$ cat config.mk
export PLATFORM = sky130hd
export DESIGN_NAME = busy_req_queue
export DESIGN_NICKNAME = d
export VERILOG_FILES = /design/src/rtl/busy_req_queue_pkg.sv /design/src/rtl/busy_req_gap_timer.sv /design/src/rtl/busy_req_queue.sv
export SDC_FILE = /design/constraint.sdc
export NUM_CORES = 1
export LEC_CHECK = 0
export ABC_CLOCK_PERIOD_IN_PS = 2100
export BUFFER_PORTS_ARGS = -buffer_cell sky130_fd_sc_hd__buf_4
export CAP_MARGIN = 25
export CORE_AREA = 2 2 39 41
export CTS_BUF_LIST = sky130_fd_sc_hd__clkbuf_8
export DETAILED_ROUTE_END_ITERATION = 12
export DIE_AREA = 0 0 41 43
export PLACE_DENSITY = 0.7
export SETUP_SLACK_MARGIN = 0.02
export SYNTH_ARGS = -nofsm -noshare
export SYNTH_HDL_FRONTEND = slang
export SYNTH_SLANG_ARGS = --single-unit
$ cat constraint.sdc
create_clock -name i_clk -period 2.1 [get_ports i_clk]
set_clock_uncertainty 0.2 [all_clocks]
set_input_delay 0.63 -clock i_clk [delete_from_list [all_inputs] [get_ports i_clk]]
set_output_delay 0.63 -clock i_clk [all_outputs]
set_load 0.02 [all_outputs]
$ cat src/rtl/busy_req_queue_pkg.sv
// Shared definitions for the busy request queue: FSM state encoding and counter width helper.
// Latency: n/a (constants and a constant function only).
// Backpressure: n/a.
package busy_pkg;

    // Queue FSM state encoding
    typedef logic [1:0] state_t;
    localparam state_t ST_IDLE = 2'd0;   // nothing pending, o_start low
    localparam state_t ST_REQ  = 2'd1;   // presenting a job, o_start held high
    localparam state_t ST_GAP  = 2'd2;   // enforced idle gap after an accept

    // Bits needed to hold values 0..max_val, never less than one bit so that a
    // zero-valued parameter (e.g. GAP_CYCLES=0) still yields a legal vector.
    function automatic int cnt_width(input int max_val);
        return (max_val < 1) ? 1 : $clog2(max_val + 1);
    endfunction

endpackage

$ cat src/rtl/busy_req_gap_timer.sv
// Loadable down-counter with a zero flag; stops at zero.
// Latency: load/decrement visible one cycle after the edge.
// Backpressure: none; load has priority over dec.
// Ports: i_clk, i_reset_n (async active-low), load/load_val, dec, zero.
module busy_req_gap_timer #(
    parameter int W = 16
) (
    input  logic         i_clk,
    input  logic         i_reset_n,
    input  logic         load,
    input  logic [W-1:0] load_val,
    input  logic         dec,
    output logic         zero
);

    logic [W-1:0] cnt_q;

    always_ff @(posedge i_clk or negedge i_reset_n) begin
        if (!i_reset_n) begin
            cnt_q <= '0;
        end else if (load) begin
            cnt_q <= load_val;
        end else if (dec && (cnt_q != '0)) begin
            cnt_q <= cnt_q - W'(1);
        end
    end

    assign zero = (cnt_q == '0);

endmodule

$ cat src/rtl/busy_req_queue.sv
// Collects request pulses into a saturating pending count and presents them one at a time as a held start.
// Latency: o_start rises one cycle after the first i_req; GAP_CYCLES low cycles after each accept.
// Backpressure: o_start is held until accepted (o_start && !i_busy); requests arriving while full are dropped.
// Ports: i_clk, i_reset_n (async active-low), i_req, i_busy -> o_start, o_pending, o_full,
//        o_overflow (sticky drop flag), o_timeout (sticky watchdog flag).
// Optional macro BUSY_REQ_QUEUE_TIMEOUT_EN adds a watchdog on o_start held for TIMEOUT cycles;
// without it o_timeout is tied low.
module busy_req_queue
    import busy_pkg::*;
#(
    parameter int DEPTH      = 8,
    parameter int GAP_CYCLES = 0,
    parameter int TIMEOUT    = 1024
) (
    input  logic                       i_clk,
    input  logic                       i_reset_n,
    input  logic                       i_req,
    input  logic                       i_busy,
    output logic                       o_start,
    output logic [$clog2(DEPTH+1)-1:0] o_pending,
    output logic                       o_full,
    output logic                       o_overflow,
    output logic                       o_timeout
);

    localparam int            PW       = $clog2(DEPTH + 1);
    localparam int            GW       = cnt_width(GAP_CYCLES);
    localparam logic [PW-1:0] DEPTH_V  = PW'(DEPTH);
    localparam logic [PW-1:0] ONE      = PW'(1);
    localparam logic [GW-1:0] GAP_LOAD = GW'((GAP_CYCLES > 0) ? GAP_CYCLES - 1 : 0);

    state_t        state_q, state_nx;
    logic [PW-1:0] count_q, count_nx;
    logic          full_q;
    logic          ovf_q;
    logic          accept;
    logic          take_req;
    logic          gap_zero;
    logic          gap_load;
    logic          gap_dec;

    assign accept   = (state_q == ST_REQ) && !i_busy;
    // An accept on the same edge frees a slot, so a coincident request is never dropped.
    assign take_req = i_req && (!full_q || accept);

    always_comb begin
        count_nx = count_q;
        if (take_req && !accept) begin
            count_nx = count_q + ONE;
        end else if (!take_req && accept) begin
            count_nx = count_q - ONE;
        end
    end

    always_comb begin
        state_nx = state_q;
        gap_load = 1'b0;
        gap_dec  = 1'b0;
        case (state_q)
            ST_IDLE: begin
                if (count_nx != '0) state_nx = ST_REQ;
            end
            ST_REQ: begin
                if (accept) begin
                    if (GAP_CYCLES > 0) begin
                        state_nx = ST_GAP;
                        gap_load = 1'b1;
                    end else if (count_nx == '0) begin
                        state_nx = ST_IDLE;
                    end
                end
            end
            ST_GAP: begin
                if (gap_zero) begin
                    state_nx = (count_nx != '0) ? ST_REQ : ST_IDLE;
                end else begin
                    gap_dec = 1'b1;
                end
            end
            default: state_nx = ST_IDLE;
        endcase
    end

    always_ff @(posedge i_clk or negedge i_reset_n) begin
        if (!i_reset_n) begin
            state_q <= ST_IDLE;
            count_q <= '0;
            full_q  <= 1'b0;
            ovf_q   <= 1'b0;
        end else begin
            state_q <= state_nx;
            count_q <= count_nx;
            full_q  <= (count_nx == DEPTH_V);
            if (i_req && !take_req) ovf_q <= 1'b1;
        end
    end

    busy_req_gap_timer #(.W(GW)) u_gap_timer (
        .i_clk     (i_clk),
        .i_reset_n (i_reset_n),
        .load      (gap_load),
        .load_val  (GAP_LOAD),
        .dec       (gap_dec),
        .zero      (gap_zero)
    );

    // o_start is a pure decode of the registered state, never a path from i_busy.
    assign o_start    = (state_q == ST_REQ);
    assign o_pending  = count_q;
    assign o_full     = full_q;
    assign o_overflow = ovf_q;

`ifdef BUSY_REQ_QUEUE_TIMEOUT_EN
    localparam int            WW      = cnt_width(TIMEOUT);
    localparam logic [WW-1:0] WD_LOAD = WW'((TIMEOUT > 0) ? TIMEOUT - 1 : 0);

    logic wd_run;
    logic wd_zero;
    logic tmo_q;

    // Reloaded whenever o_start is not being held unaccepted; the flag sets on the
    // TIMEOUT-th consecutive unaccepted REQ edge. The request itself is never withdrawn.
    assign wd_run = (state_q == ST_REQ) && !accept;

    busy_req_gap_timer #(.W(WW)) u_watchdog (
        .i_clk     (i_clk),
        .i_reset_n (i_reset_n),
        .load      (!wd_run),
        .load_val  (WD_LOAD),
        .dec       (wd_run),
        .zero      (wd_zero)
    );

    always_ff @(posedge i_clk or negedge i_reset_n) begin
        if (!i_reset_n) begin
            tmo_q <= 1'b0;
        end else if (wd_run && wd_zero) begin
            tmo_q <= 1'b1;
        end
    end

    assign o_timeout = tmo_q;
`else
    localparam int unused_timeout = TIMEOUT;
    assign o_timeout = 1'b0;
`endif

endmodule
==> metrics.cfg <==
[clock_network]
cts_hold_buffers = 0
clkSinkCount = 7
clock_tree.buffer_depth = 2
maximum_level_of_the_cts_h_tree = 1
tritoncts = done
cts_made_buffers = 3
post_cts_buffers = 0
insertion_delay_ns = 0.22
root_buffer = sky130_fd_sc_hd__clkbuf_8
cts.reportedPaths.clkPinSlew_ns = 0.04
cts_resized = 0

[logic_synthesis]
synth_simple_gate_area_share = 0.286
ys_async_sr_fraction = 1.00
synth_sequential_area_ratio = 0.385
synthCells = 46
avgSynthCellArea_um2 = 9.90
synthXorXnorAreaFrac = 0.0385
ys_warn_count = 0
synth_compound_area_frac = 0.195
count_of_distinct_cell_types_in_the_synthesized_netlist = 29
yosys-mux-area-fraction = 0
post_synth_fa_ha_maj_area_fraction = 0.0549
mappedNetlistNets = 52
synthesis.area_um2 = 455
synth_top_family_by_area = simple AND/OR/NAND/NOR gates
ys_seq_elements = 7
synth-edff-count = 0
synth-main-ff-cell = sky130_fd_sc_hd__dfrtp_1

[worst_setup_path]
critPathCaptureType = flop
crit_path_launch_type = flop
cp.arrival_ns = 1.90
largest_fanout_on_the_critical_path = 4
cp_data_required_time_ns = 2.00
category_of_the_critical_setup_timing_path = flop to flop

[routing]
drc = 0
drt-pass1-iter-count = 4
drt_first_iter_violations = 4
post_drt_wl_per_cell_um = 12.6
post_drt_via_cell_ratio = 5.23
drt_wl_total_um = 1040
drtAntennaViolNets = 0
routed-via-count = 429

[sta]
totalNegativeSetupSlack_ns = 0
unrepaired_setup_endpoints_after_global_routing = false
post-route-worst-setup-slack_ns = 0.0989
hold_viol = 0
timing.fmax_ghz = 0.500
period_utilization_post_route = 0.953
maxSlewViolCount = 0
setup-violations-final = 0
finalCriticalPeriod_ns = 2.00

[job]
max-cap-violations = 0

[placed_design]
dp_area_um2 = 598
gp_congestion = 0.730
io_buffers = 10
post-dp-hpwl_um = 825
detailedPlace.worstSlack_ns = -0.0500
dp_cells = 78

[die]
die_height_um = 43
design.portCount = 12
core_area_um2 = 1380
row_count = 14
chipWidth_um = 41
die_area_um2 = 1760
initial_core_util = 0.329

[finish]
non_filler_cells_final = 82
layout.filler_cells = 144
layout_common_cells = sky130_fd_sc_hd__buf_4, sky130_fd_sc_hd__dfrtp_1, sky130_fd_sc_hd__inv_1, sky130_fd_sc_hd__nand2_1, sky130_fd_sc_hd__clkbuf_8
flow.area_growth_from_synthesis_pct = 41.2
final_design_area_no_fill_um2 = 643
antennaDiodeCount = 0
ratio_of_cells_with_drive_above_1_in_the_final_layout = 0.409
fin_nets = 73
mostFrequentLayoutCell = sky130_fd_sc_hd__buf_4

[power_and_ir_drop]
power.total_mw = 0.964
leakage_power_figure_nw = 0.291
power_density_nw_per_um2 = 1500
vdd.ir_drop.worst_v = 0.000591

[grt]
grt_antenna_before_repair = 0
largest_net_degree_at_the_start_of_global_routing = 8
globalRoute.totalOverflow = 0
gr-usage-all-layers = 0.126
grt_first_pass_wirelength_um = 1500
first_global_vias = 392

[status]
status = finished clean

[hold_path]
hold_class = primary input to async pin

-- state kept, by name, indices dropped and copies added, names as in the netlist --
register / count
o_full: 1
o_overflow: 1
o_pending: 4
state_q: 1
-- area by class of cell --
class,instances,area [µm²],area share
Clock buffer,3,41.3,0.0642
Clock inverter,1,3.75,0.00584
Timing Repair Buffer,17,128,0.198
Tap cell,16,20.0,0.0311
Multi-Input combinational cell,36,265,0.412
Inverter,2,7.51,0.0117
Sequential cell,7,178,0.276
-- routing by layer --
| layer | vias to the layer above | wire length, µm | global-route usage |
|---|---|---|---|
| met3 | 0 | 31 | 0.0314 |
| met4 | 0 | 0 | 0.0533 |
| met1 | 212 | 483 | 0.157 |
| met2 | 6 | 521 | 0.197 |
| met5 | - | 0 | 0 |
| li1 | 211 | - | - |
-- path summary, 6_finish.rpt --
| path | startpoint | to | slack, ns | depth (start not counted) |
|---|---|---|---|---|
| min in group i_clk | o_overflow | o_overflow | 0.27 | 1 |
| setup reg to reg | o_pending[1] | state_q[0] | 0.1 | 6 |
| max in group asynchronous | i_reset_n | o_pending[1] | 1.55 | 1 |
| hold / removal | i_reset_n | state_q[0] | 0.01 | 1 |
| hold reg to reg | o_overflow | o_overflow | 0.27 | 1 |
| setup / recovery | o_pending[1] | state_q[0] | 0.1 | 6 |
-- synthesized netlist by cell type (2+ instances only) --
cell type / n / area share
sky130_fd_sc_hd__nor3_1: 2 / 0.022
sky130_fd_sc_hd__nor2b_1: 2 / 0.027
sky130_fd_sc_hd__nor2_1: 2 / 0.016
sky130_fd_sc_hd__dfrtp_1: 7 / 0.38
sky130_fd_sc_hd__nand2b_1: 2 / 0.027
sky130_fd_sc_hd__a31o_2: 2 / 0.038
sky130_fd_sc_hd__ha_1: 2 / 0.055
sky130_fd_sc_hd__nor4_1: 2 / 0.027
sky130_fd_sc_hd__nand2_1: 3 / 0.025
sky130_fd_sc_hd__xnor2_1: 2 / 0.038
sky130_fd_sc_hd__inv_1: 2 / 0.016
-- stage by stage --
step | utilization | hold slack, ns
after floorplan | - | 0.134
after global placement | 0.432 | 0.244
after detailed placement | 0.432 | 0.245
after CTS | 0.465 | 0.0107
after global routing | 0.465 | 0.0142
final | 0.465 | 0.0122
-- where the power goes --
group	switching [mW]	total [mW]	internal (mW)
logic	0.285	0.533	0.248
registers	0.0560	0.257	0.201
clock network	0.0492	0.175	0.126
total	0.390	0.964	0.574
-- worst max-delay path: stages (launching register included) --
cell                      delay [ns]
sky130_fd_sc_hd__dfrtp_2        0.34
sky130_fd_sc_hd__inv_1          0.06
sky130_fd_sc_hd__ha_1           0.33
sky130_fd_sc_hd__or4bb_1        0.49
sky130_fd_sc_hd__o31ai_1        0.09
sky130_fd_sc_hd__a32oi_1        0.14
sky130_fd_sc_hd__a211o_1        0.25
-- cells by family (layout without fill, tap and decap cells) --
kind of cell / Yosys count / in the layout
and+or+nand+nor: 20 / 20
AOI/OAI and AO/OA: 11 / 11
DFF: 7 / 7
buffers and inverters: 3 / 23
adders and majority gates: 2 / 2
xor gates and xnor gates: 2 / 2
other: 1 / 1
No activity file was read; power rests on OpenSTA's default activity.
